===== src/rtl/fetch_stage_pkg.sv =====
// rtl/fetch_stage_pkg.sv - shared fetch FSM encoding, halt word and processor mode defines
package fetch_stage_pkg;

    typedef enum logic [2:0] {
        IDLE  = 3'd0,
        REQ   = 3'd1,
        WAIT  = 3'd2,
        DRAIN = 3'd3,
        HALT  = 3'd4
    } fetch_state_t;

    typedef enum logic [1:0] {
        MODE_USER       = 2'd0,
        MODE_SUPERVISOR = 2'd1,
        MODE_MACHINE    = 2'd3
    } proc_mode_t;

    localparam logic [31:0] HALT_WORD = 32'h0000_0000;
    localparam logic [31:0] PC_STEP   = 32'd4;

    function automatic logic [31:0] align_word(input logic [31:0] addr);
        return {addr[31:2], 2'b00};
    endfunction

endpackage


===== src/rtl/fetch_queue.sv =====
// rtl/fetch_queue.sv - prefetch FIFO of {instruction, pc} entries with clear
module fetch_queue #(
    parameter int DEPTH = 4,
    parameter int WIDTH = 64,
    localparam int AW = (DEPTH > 1) ? $clog2(DEPTH) : 1,
    localparam int CW = $clog2(DEPTH + 1)
) (
    input  logic             clk,
    input  logic             rst,
    input  logic             push,
    input  logic [WIDTH-1:0] push_data,
    input  logic             pop,
    input  logic             clear,
    output logic [WIDTH-1:0] head,
    output logic             full,
    output logic             empty,
    output logic [CW-1:0]    count
);

    logic [WIDTH-1:0] mem [DEPTH];
    logic [AW-1:0]    rd_ptr;
    logic [AW-1:0]    wr_ptr;
    logic             do_push;
    logic             do_pop;

    assign empty   = (count == '0);
    assign full    = (count == CW'(DEPTH));
    assign do_pop  = pop && !empty;
    // a push into a full queue is only legal when the head leaves the same cycle
    assign do_push = push && (!full || do_pop);
    assign head    = mem[rd_ptr];

    always_ff @(posedge clk) begin
        if (rst || clear) begin
            rd_ptr <= '0;
            wr_ptr <= '0;
            count  <= '0;
        end else begin
            if (do_push) wr_ptr <= wr_ptr + 1'b1;
            if (do_pop)  rd_ptr <= rd_ptr + 1'b1;
            case ({do_push, do_pop})
                2'b10:   count <= count + 1'b1;
                2'b01:   count <= count - 1'b1;
                default: count <= count;
            endcase
        end
    end

    always_ff @(posedge clk) begin
        if (do_push && !clear && !rst) mem[wr_ptr] <= push_data;
    end

endmodule


===== src/rtl/fetch_stage.sv =====
// rtl/fetch_stage.sv - single-outstanding instruction fetch FSM feeding a prefetch queue
module fetch_stage #(
    parameter int          QDEPTH   = 4,
    parameter logic [31:0] RESET_PC = 32'h0000_0000
) (
    input  logic        clk1,
    input  logic        rst,
    output logic        mem_req,
    output logic [31:0] mem_address,
    input  logic        mem_ack,
    input  logic [31:0] mem_read,
    input  logic        flush,
    input  logic [31:0] flush_pc,
    output logic        instr_valid,
    output logic [31:0] instr_out,
    output logic [31:0] instr_pc,
    input  logic        instr_ready,
    output logic        halted
);
    import fetch_stage_pkg::*;

    localparam int CW = $clog2(QDEPTH + 1);

    fetch_state_t  state;
    fetch_state_t  state_next;
    logic [31:0]   fetch_pc;
    logic [31:0]   pc_next;
    logic [63:0]   head;
    logic [63:0]   hold;
    logic          q_full;
    logic          q_empty;
    logic [CW-1:0] q_count;
    logic          push;
    logic          pop;
    logic          space_after_push;

    assign pop              = instr_valid && instr_ready && !flush;
    assign push             = (state == WAIT) && mem_ack && !flush;
    assign space_after_push = pop || (q_count < CW'(QDEPTH - 1));

    fetch_queue #(
        .DEPTH (QDEPTH),
        .WIDTH (64)
    ) u_queue (
        .clk       (clk1),
        .rst       (rst),
        .push      (push),
        .push_data ({mem_read, fetch_pc}),
        .pop       (pop),
        .clear     (flush),
        .head      (head),
        .full      (q_full),
        .empty     (q_empty),
        .count     (q_count)
    );

    // hold keeps the last presented head so the outputs stay stable while empty
    always_ff @(posedge clk1) begin
        if (rst) begin
            state    <= IDLE;
            fetch_pc <= RESET_PC;
            hold     <= '0;
        end else begin
            state    <= state_next;
            fetch_pc <= pc_next;
            if (!q_empty) hold <= head;
        end
    end

    always_comb begin
        state_next = state;
        pc_next    = fetch_pc;
        case (state)
            IDLE:  if (!q_full) state_next = REQ;
            REQ:   state_next = WAIT;
            WAIT: begin
                if (mem_ack) begin
                    pc_next = fetch_pc + PC_STEP;
                    if (mem_read == HALT_WORD)  state_next = HALT;
                    else if (space_after_push)  state_next = REQ;
                    else                        state_next = IDLE;
                end
            end
            DRAIN: if (mem_ack) state_next = REQ;
            HALT:  state_next = HALT;
            default: state_next = IDLE;
        endcase
        // an ack arriving with the flush retires the outstanding request, so no drain is needed
        if (flush) begin
            pc_next = align_word(flush_pc);
            if (state == REQ || ((state == WAIT || state == DRAIN) && !mem_ack))
                state_next = DRAIN;
            else
                state_next = REQ;
        end
    end

    assign mem_req     = (state == REQ);
    assign mem_address = fetch_pc;
    assign instr_valid = !q_empty;
    assign instr_out   = q_empty ? hold[63:32] : head[63:32];
    assign instr_pc    = q_empty ? hold[31:0]  : head[31:0];
    assign halted      = (state == HALT);

endmodule


===== config.mk =====
export PLATFORM = sky130hd
export DESIGN_NAME = fetch_stage
export DESIGN_NICKNAME = d
export VERILOG_FILES = /design/src/rtl/fetch_stage_pkg.sv /design/src/rtl/fetch_queue.sv /design/src/rtl/fetch_stage.sv
export SDC_FILE = /design/constraint.sdc
export NUM_CORES = 1
export LEC_CHECK = 0
export BUFFER_PORTS_ARGS = -buffer_cell sky130_fd_sc_hd__buf_2
export CORE_ASPECT_RATIO = 0.5
export CORE_MARGIN = 8
export CORE_UTILIZATION = 55
export CTS_CLUSTER_DIAMETER = 100
export DETAILED_ROUTE_END_ITERATION = 12
export GPL_TIMING_DRIVEN = 1
export PLACE_DENSITY_LB_ADDON = 0.05
export SETUP_SLACK_MARGIN = 0.02
export SLEW_MARGIN = 20
export SYNTH_ARGS = -nofsm -noshare
export SYNTH_HDL_FRONTEND = slang
export SYNTH_SLANG_ARGS = --single-unit

===== constraint.sdc =====
create_clock -name clk1 -period 8.29 [get_ports clk1]
set_input_delay 1.658 -clock clk1 [delete_from_list [all_inputs] [get_ports clk1]]
set_output_delay 1.658 -clock clk1 [all_outputs]
set_load 0.05 [all_outputs]

# Word level (Yosys, flattened, before mapping)
# Memories as Yosys holds them, arrays and structs flattened. A register that Yosys moved wholly into a read port is not among the register bits.
# Index checks and enable logic that the tools add are counted.
word_totals:
  reg_bits: 106
  ram_bits: 256
  out_inout_bits: 99
  n_memories: 1
memory_table:
  columns: ["memory", "depth", "word_bits", "read_ports", "rd_clocked_by_memory_dff", "wr", "line_no", "text"]
  rows:
  - ["u_queue.mem", 4, 64, 1, 1, 1, "fetch_queue.sv:20", "logic [WIDTH-1:0] mem [DEPTH];"]
classes:
  addsub: 5
  order_cmp: 1
  eq_ne: 10
  n_mux: 18
  n_reduce_logical: 29
op_table:
  columns: ["cell", "count"]
  rows:
  - ["2-to-1 mux 32 bit", 5]
  - ["adder 32 x 3 -> 32 bit, second input constant", 1]
  - ["logical NOT 32 bit", 1]
  - ["2-to-1 mux 3 bit", 5]
  - ["one-hot mux 3 bit (5 select lines)", 1]
  - ["logical AND 1 bit", 9]
  - ["!= test 3 bit, second input constant", 3]
  - ["== test 3 x 2 -> 1 bit, second input constant", 2]
  - ["== test 3 bit, second input constant", 2]
  - ["logical NOT 3 bit", 2]
  - ["2-to-1 mux 2 bit", 3]
  - ["one-hot mux 3 bit (2 select lines)", 1]
  - ["nonzero test 2 bit", 3]
  - ["logical NOT 1 bit", 5]
  - ["logical OR 1 bit", 5]
  - ["adder 2 x 1 -> 2 bit, second input constant", 2]
  - ["AND reduction 2 bit", 2]
  - ["adder 3 x 1 -> 3 bit, second input constant", 1]
  - ["== test 3 x 1 -> 1 bit, second input constant", 1]
  - ["less-than comparator 3 x 2 -> 1 bit, second input constant", 1]
  - ["2-to-1 mux 1 bit", 3]
  - ["AND reduction 3 bit", 1]
  - ["subtractor 3 x 1 -> 3 bit, second input constant", 1]
  - ["== test 2 x 1 -> 1 bit, second input constant", 1]
  - ["other kinds (2)", 2]

# Depth between registers and ports, before layout
# Gate-level depths: netlist of the first run.
logic_depth:
  depth_word: 11
  depth_mapped: 10
  ltp_nobuf: 8

# Modules after synthesis
# Synthesis of the first run repeated with hierarchy kept, for this count alone.
unflattened:
  hier_cells: 868
  hier_area_um2: 14322.5
modules_own_cells:
  columns: ["mod", "instances", "cells_each", "area_per_inst_um2", "seq_area_each_um2"]
  rows:
  - ["fetch_queue", 1, 394, 9738.1, 7867.5]
  - ["fetch_stage", 1, 474, 4584.4, 1941.9]

# Worst setup path after synthesis of the first run
# OpenSTA, ideal clock, no wires.
synth_timing:
  path_kind: "input -> register"
  start: "in mem_ack"
  end: "mem u_queue.mem[0][10] (enable)"
  setup_time_ps: 427
  t_arrival_ps: 4178
  setup_slack_ps: 3685
  path_stages: 6
  path_buffers: 2
  path_cell_list: "and4bb_1 -> buf_6 -> clkbuf_1 -> o21ai_0 -> nor2_1 -> and2_1"
synth_via:
  elab_chain_cells: 7
synth_rtl:
  columns: ["element", "line_no", "text"]
  rows:
  - ["from (decl)", "fetch_stage.sv:10", "input logic mem_ack,"]
  - ["logical AND 1 bit (2 in series)", "fetch_stage.sv:38", "assign push = (state == WAIT) && mem_ack && !flush;"]
  - ["logical AND 1 bit", "fetch_queue.sv:30", "assign do_push = push && (!full || do_pop);"]
  - ["logical AND 1 bit (2 in series)", "fetch_queue.sv:50", "if (do_push && !clear && !rst) mem[wr_ptr] <= push_data;"]
  - ["2-to-1 mux 1 bit", "fetch_queue.sv:50", null]
  - ["2-to-1 mux 1 bit (not written as such)", "fetch_queue.sv:50", null]
  - ["to (decl)", "fetch_queue.sv:20", null]
# Every way passes these cells.

==> impl_metrics.yaml, run 1 <==
outcome:
  status: "finished, final reports clean"
placed_design:
  dp_cells: 1279
  post-place-ws_ns: 3.78
  detailed_place_hpwl_um: 16800
  gp_congestion: 0.734
  port_buffers: 161
  post_dp_cell_area_um2: 14700
critical_path:
  crit_type: "reg2out"
  endpoint_kind: "primary output"
  crit_path_max_fanout: 32
  cp.required_ns: 6.63
  cp_data_arrival_time_ns: 3.16
  startpoint_type: "flop"
route:
  antenna_left: 0
  vias: 7494
  drc_errors: 0
  drtPass1Iterations: 4
  wl_per_cell_um: 21.5
  viasPerCell: 5.61
  drt_wl_total_um: 28700
  initialDrtViolationCount: 503
synthesis:
  ys_types: 53
  synth.cell_area_um2: 13700
  ys_seq_area_frac: 0.696
  synth_warnings: 0
  synth_edf_count: 248
  synth_ff_type: "edfxtp_1"
  synth-seq-cells: 352
  async_flop_share: 0
  synth_cells: 825
  avgSynthCellArea_um2: 16.6
power:
  vdd_ir_drop_max_uv: 148
  seqPwrFrac: 0.537
  clockPowerShare: 0.399
  p_comb_frac: 0.064
  p_total_mw: 3.60
  switching_share: 0.225
  p_switching_mw: 0.807
  p_int_mw: 2.79
  p_leak_nw: 5.54
  p_per_area_nw_per_um2: 228
final_layout:
  drive_gt1_frac: 0.350
  final_cells: 1337
  areaGrowthSynthToFinish_pct: 15.2
  insertedDiodeCount: 0
  fin_nets: 1052
  fin_area_um2: 15800
  fin_util: 0.651
clock_tree:
  numCtsBuffers: 31
  post_cts_buffers: 0
  cts_max_level: 1
  cts_tree: "built"
  clkLatencyLatePin_ns: 0.55
  post_cts_resized: 0
  clockBufferDepth: 3
  cts.sinks: 352
  path_clk_slew_ns: 0.06
  hold_buffers: 0
  cts-root-buf: "clkbuf_16"
global_routing:
  grt_usage: 0.188
  grt_pass1_vias: 7829
  antenna_found_initial: 0
  grt_pass1_wl_um: 44900
  grt.overflow.total: 0
  grt_start_max_net_pins: 68
timing:
  tns_ns: 0
  fmax_mhz: 208
  worst_slack_ns: 3.47
  tightest_slew_ns: 1.05
  hold_viol: 0
  setup_viol: 0
  slew_headroom: 0.298
  period_needed_ns: 4.82
  finalCritPeriodShare: 0.581
  rsz0062_at_grt: "false"
  whs_ns: 0.539
  fin_worst_skew_ns: 0.0116
  finalMaxSlewViolations: 0
floorplanning:
  die_w_um: 239
  fp-row-count: 40
  dieArea_um2: 30500
  start_util: 0.565
  core_area_um2: 24200
  die_h_um: 128
  num_io_pins: 168
hold_path:
  hold_class: "reg2reg"
job:
  drv_cap: 0
## kinds of logic after synthesis
kind of cell,synth area share
flip-flops,0.696
other,0.000274
XOR/XNOR,0.0141
multiplexers,0.155
buffers and inverters,0.0205
AO/OA/AOI/OAI,0.0264
adder cells (fa/ha/maj),0.00603
AND/OR/NAND/NOR,0.0819
## final timing paths
path,start,slack (ns),end,cells after the start
setup / recovery,flop,3.47,instr_out[24],4
hold / removal,u_queue.rd_ptr[1],0.54,u_queue.rd_ptr[1],2
setup reg to reg,state[1],5.09,u_queue.mem[3][17],4
hold reg to reg,u_queue.rd_ptr[1],0.54,u_queue.rd_ptr[1],2
## worst max-delay path, cell delays in order (launching register included)
cell and delay [ns]:
dfxtp_4 0.79, buf_4 0.68, mux4_2 0.61, mux2_2 0.30, buf_2 0.22
## synthesized netlist by cell type (all sizes together) (2+ instances only)
library cell	instances	area (um^2)
a211oi	11	82.6
a21oi	11	55.1
a311oi	11	96.3
and2	6	37.5
and4	2	17.5
buf	18	98.9
clkbuf	29	119
dfxtp	104	2080
dlygate4sd1	2	17.5
edfxtp	248	7450
ha	5	62.6
inv	11	41.3
mux2	62	698
mux2i	3	30.0
mux4	62	1400
nand2	21	78.8
nand3	11	55.1
nand3b	3	22.5
nand4	8	56.3
nor2	44	165
nor2b	63	394
nor3	9	45.0
nor3b	2	15.0
nor4	9	56.3
o21ai	13	65.1
o21bai	2	15.0
or2	2	12.5
or3	13	83.8
or4	3	26.3
xnor2	19	166
xor2	3	26.3
## cells in the final DEF (no fill, tap or decap), drive strengths merged, types with 13 or more instances in the layout
cell type,Yosys,final
buf,18,165
clkbuf,29,49
dfxtp,104,104
edfxtp,248,248
mux2,62,62
mux4,62,62
nand2,21,21
nor2,44,44
nor2b,63,63
o21ai,13,13
or3,13,13
xnor2,19,19
## power by group through the flow
stage	clock [mW]	combinational [mW]	sequential, mW
3_5_place_dp	0	0.232	1.97
3_3_place_gp	0	0.229	1.97
5_1_grt	1.52	0.245	1.93
6_report	1.44	0.230	1.93
4_1_cts	1.46	0.233	1.93
2_1_floorplan	0	0.132	1.99
## sequential cells by signal, indices dropped and copies added, names as in the netlist, named ones only
register        flops
hold               62
u_queue.mem       248
u_queue.wr_ptr      2
state               3
mem_address        30
u_queue.count       3
u_queue.rd_ptr      2
## cell type report
class	instances	area (um^2)
fillers	1797	8440
flip-flops and latches	352	9540
clock buffers	49	913
repair buffers	165	851
clock inverters	8	101
well taps	336	420
inverters	12	45.0
multi-input cells	415	3910
## metal layers
layer,wire length (um),track usage
met1,12700,0.251
met2,14300,0.320
met3,1180,0.0337
met4,528,0.0418
met5,0,0
(Power assumes the default switching activity.)
==> inputs of run 2 (changes only) <==
Clock period 8.29 ns to 5 ns, I/O delays scaled along.
==> run 2 against run 1 <==
- worst hold slack improved by 0.00089 ns
- final cell count rose by 0.30%
- first-iteration DRC count fell by 4.8%
- largest cell class unchanged
- largest power group unchanged
==> impl_metrics.yaml, run 2 (synthesized netlist as in run 1, its figures left out) <==
outcome:
  status: "finished, final reports clean"
critical_path:
  cp_data_arrival_time_ns: 2.63
  cp.required_ns: 4.00
  startpoint_type: "flop"
  endpoint_kind: "primary output"
  crit_path_max_fanout: 51
  crit_type: "reg2out"
final_layout:
  final_cell_mix: "edfxtp_1 (248), buf_2 (160), dfxtp_1 (102)"
  multi_input_area_um2: 3910
  fin_area_um2: 15900
  fin_util: 0.654
  fin_nets: 1056
  final_common_cell: "edfxtp_1"
  drive_gt1_frac: 0.355
  insertedDiodeCount: 0
  fillers: 1770
  largest_register_ff_count: 248
  regMostFlops: "u_queue.mem"
  final_cells: 1341
  final-seq-area_um2: 9540
  areaGrowthSynthToFinish_pct: 15.7
timing:
  period_needed_ns: 3.63
  fmax_mhz: 276
  whs_ns: 0.540
  fin_worst_skew_ns: 0.0102
  finalMaxSlewViolations: 0
  hold_viol: 0
  worst_slack_ns: 1.37
  tns_ns: 0
  tightest_slew_ns: 1.06
  rsz0062_at_grt: "false"
  slew_headroom: 0.291
  setup_viol: 0
  finalCritPeriodShare: 0.725
clock_tree:
  cts_max_level: 1
  cts_tree: "built"
  path_clk_slew_ns: 0.07
  clkLatencyLatePin_ns: 0.55
  numCtsBuffers: 30
  post_cts_buffers: 0
  hold_buffers: 0
  cts.sinks: 352
  clockBufferDepth: 3
  cts-root-buf: "clkbuf_16"
  post_cts_resized: 0
job:
  drv_cap: 0
floorplanning:
  die_w_um: 239
  dieArea_um2: 30500
  start_util: 0.565
  die_h_um: 128
  fp-row-count: 40
  num_io_pins: 168
  core_area_um2: 24200
placed_design:
  gp_congestion: 0.731
  post_dp_cell_area_um2: 14800
  detailed_place_hpwl_um: 17200
  post-place-ws_ns: 1.63
  dp_cells: 1284
  port_buffers: 161
route:
  drt_wl_total_um: 28700
  drtPass1Iterations: 5
  antenna_left: 0
  initialDrtViolationCount: 479
  drc_errors: 0
  viasPerCell: 5.60
  vias: 7516
  wl_per_cell_um: 21.4
global_routing:
  antenna_found_initial: 0
  grt.overflow.total: 0
  grt_start_max_net_pins: 68
  grt_usage: 0.187
  grt_pass1_vias: 7869
  grt_pass1_wl_um: 45000
power:
  vdd_ir_drop_max_uv: 351
  p_per_area_nw_per_um2: 372
  p_leak_nw: 5.57
  p_total_mw: 5.90
hold_path:
  hold_class: "reg2reg"
-- run 2: layout make-up --
cell class / instances / share of cell area
Clock buffer: 41 / 0.0532
Clock inverter: 15 / 0.00852
Inverter: 12 / 0.00284
Multi-Input combinational cell: 415 / 0.247
Sequential cell: 352 / 0.602
Tap cell: 336 / 0.0265
Timing Repair Buffer: 170 / 0.0605
-- run 2: final timing paths --
check	startpoint	endpoint	slack, ns	depth (start not counted)
worst max-delay path	flop	instr_pc[19]	1.37	4
worst min-delay path	u_queue.rd_ptr[1]	u_queue.rd_ptr[1]	0.54	2
worst max register to register	u_queue.count[0]	u_queue.count[2]	2.24	9
worst min register to register	u_queue.rd_ptr[1]	u_queue.rd_ptr[1]	0.54	2
-- run 2: layer usage --
metal	track usage	wire length [um]
met1	0.249	12600
met2	0.324	14300
met3	0.0356	1300
met4	0.0314	424
met5	0	0
-- run 2: worst max-delay path, cell delays in order, from the launching register on --
cell	delay (ns)
dfxtp_4	0.53
buf_12	0.43
mux4_2	0.58
mux2_2	0.30
buf_2	0.22
-- run 2: power by group --
group	internal, mW	switching, mW
sequential	3.15	0.0443
combinational	0.116	0.270
clock	1.29	1.02
total	4.56	1.34
==> inputs of run 3 (changes only) <==
Settings changed: ABC_AREA set to 1.
Clock period 5 ns to 3.6 ns, I/O delays scaled along.
==> run 3 against run 2 <==
- sequential cell count is the same
- clock power grew 38%
- register-to-register slack lost 0.97 ns
- first-iteration DRC count grew 100%
- worst hold slack lost 0.16 ns
- die area grew 5.4%
- global-route usage grew 3.0 points
- largest cell class unchanged
==> impl_metrics.yaml, run 3 <==
clock_tree:
  clockBufferDepth: 3
  cts_tree: "built"
  path_clk_slew_ns: 0.07
  post_cts_resized: 0
  hold_buffers: 0
  cts_max_level: 1
  post_cts_buffers: 0
  cts.sinks: 352
  clkLatencyLatePin_ns: 0.57
  cts-root-buf: "clkbuf_16"
  numCtsBuffers: 30
critical_path:
  cp_cell_sequence: "buf_4 > nor2_1 > o32ai_1 > nand2_1 > nand2_1 > buf_2"
  cp_slowest_cell: "buf_4"
  worst-path-buf-inv: 2
  crit_path_max_fanout: 81
  cp_data_arrival_time_ns: 2.59
  ff2ff_path_depth: 7
  cpMostUsedCell: "nand2_1"
  cp_slowest_stage_delay_ns: 0.65
  endpoint_kind: "primary output"
  crit_type: "reg2out"
  startpoint_type: "flop"
  regToRegStartpoint: "state[1]"
  r2r-end: "u_queue.mem[2][39]"
  regToRegSetupSlack_ns: 1.27
  cp_top_family: "buffers and inverters"
  cp.required_ns: 2.88
synthesis:
  ys_types: 36
  synth-seq-cells: 352
  yosysTopAreaCellShare: 0.513
  yosysMostFrequentCell: "nand2_1"
  avgSynthCellArea_um2: 10.2
  synth_edf_count: 248
  async_flop_share: 0
  synth_cells: 1422
  ys_seq_area_frac: 0.657
  synth_area_leaders: "edfxtp_1 (51%), dfxtp_1 (14%), nand2_1 (8.7%), nor2_1 (7.3%), o32ai_1 (3.7%)"
  synth_ff_type: "edfxtp_1"
  yosys.area.top_type: "edfxtp_1"
  synth_warnings: 0
  synth.cell_area_um2: 14500
  ys_top_cells_by_count: "nand2_1 (335), nor2_1 (284), edfxtp_1 (248)"
placed_design:
  detailed_place_hpwl_um: 23000
  port_buffers: 161
  post-place-ws_ns: 0.848
  gp_congestion: 0.873
  post_dp_cell_area_um2: 15800
timing:
  setup_viol: 0
  fin_worst_skew_ns: 0.0105
  period_needed_ns: 3.31
  hold_viol: 0
  slew_headroom: 0.430
  tightest_slew_ns: 0.856
  rsz0062_at_grt: "false"
  tns_ns: 0
  finalMaxSlewViolations: 0
  fmax_mhz: 303
  worst_slack_ns: 0.295
  finalCritPeriodShare: 0.918
route:
  drc_errors: 0
  drt_wl_total_um: 35600
  vias: 10700
  wl_per_cell_um: 18.2
  initialDrtViolationCount: 965
  drtPass1Iterations: 5
  viasPerCell: 5.48
  antenna_left: 0
global_routing:
  antenna_found_initial: 0
  grt_pass1_wl_um: 55600
  grt_start_max_net_pins: 82
  grt_usage: 0.217
  grt.overflow.total: 0
  grt_pass1_vias: 10436
hold_path:
  worstHoldPathCells: 1
  holdPathEnd: "u_queue.mem[1][34]"
  hold_class: "in2reg"
  min_from: "mem_read[2]"
floorplanning:
  die_w_um: 246
  core_area_um2: 26200
  start_util: 0.554
  dieArea_um2: 32100
  die_h_um: 131
  num_io_pins: 168
  fp-row-count: 42
power:
  p_total_mw: 8.07
  vdd_ir_drop_max_uv: 362
  p_per_area_nw_per_um2: 481
  p_leak_nw: 6.48
final_layout:
  fin_nets: 1652
  final_common_cell: "nand2_1"
  regMostFlops: "u_queue.mem"
  final_cell_mix: "nand2_1 (334), nor2_1 (280), edfxtp_1 (248)"
  fin_area_um2: 16800
  drive_gt1_frac: 0.169
  largest_register_ff_count: 248
  fin_util: 0.641
  areaGrowthSynthToFinish_pct: 15.7
outcome:
  status: "finished, final reports clean"
job:
  drv_cap: 0
==> run 3: where the power goes <==
part / total [mW] / internal [mW] / switching [mW]
registers: 4.44 / 4.36 / 0.0708
clock network: 3.19 / 1.75 / 1.44
logic: 0.443 / 0.112 / 0.331
total: 8.07 / 6.23 / 1.84
==> run 3: worst max path at each step <==
stage	from	to	slack (ns)	depth (start not counted)
after floorplan	mem_ack	u_queue.mem[0][10]	-0.74	6
after global placement	flop	instr_pc[16]	0.88	6
after detailed placement	flop	instr_pc[16]	0.85	6
after CTS	flop	instr_pc[16]	0.24	6
after global routing	flop	instr_out[30]	0.09	6
final	flop	instr_out[30]	0.29	6
==> run 3: cells by family (layout without fill, tap and decap cells) <==
logic type,Yosys count,in the layout,share of synthesized area
fa+ha+maj,6,6,0.00569
compound gates,250,250,0.104
other cells,1,6,0.000258
xor+xnor,12,12,0.00724
buf+inv,126,300,0.0422
flops,352,352,0.657
simple gates,675,675,0.184
==> run 3: layout make-up <==
cell class	count	area (um^2)
Inverter	51	195
Fill cell	2121	9390
Clock inverter	16	164
Antenna cell	2	5.00
Sequential cell	352	9540
Multi-Input combinational cell	947	4410
Timing Repair Buffer	195	1250
Clock buffer	38	781
Tap cell	352	440
==> run 3: metal layers <==
layer,vias up,track usage,wire (um)
met5,-,0,0
met2,326,0.357,16600
met3,58,0.0371,2210
met1,5135,0.301,16000
met4,0,0.0548,749
li1,5181,-,-
==> run 3: stage by stage <==
stage | hold slack (ns) | instances
after CTS | 0.353 | 1951
after global routing | 0.361 | 1951
final | 0.378 | 1953
after detailed placement | 0.446 | 1897
after floorplan | 0.436 | 1425
after global placement | 0.441 | 1897
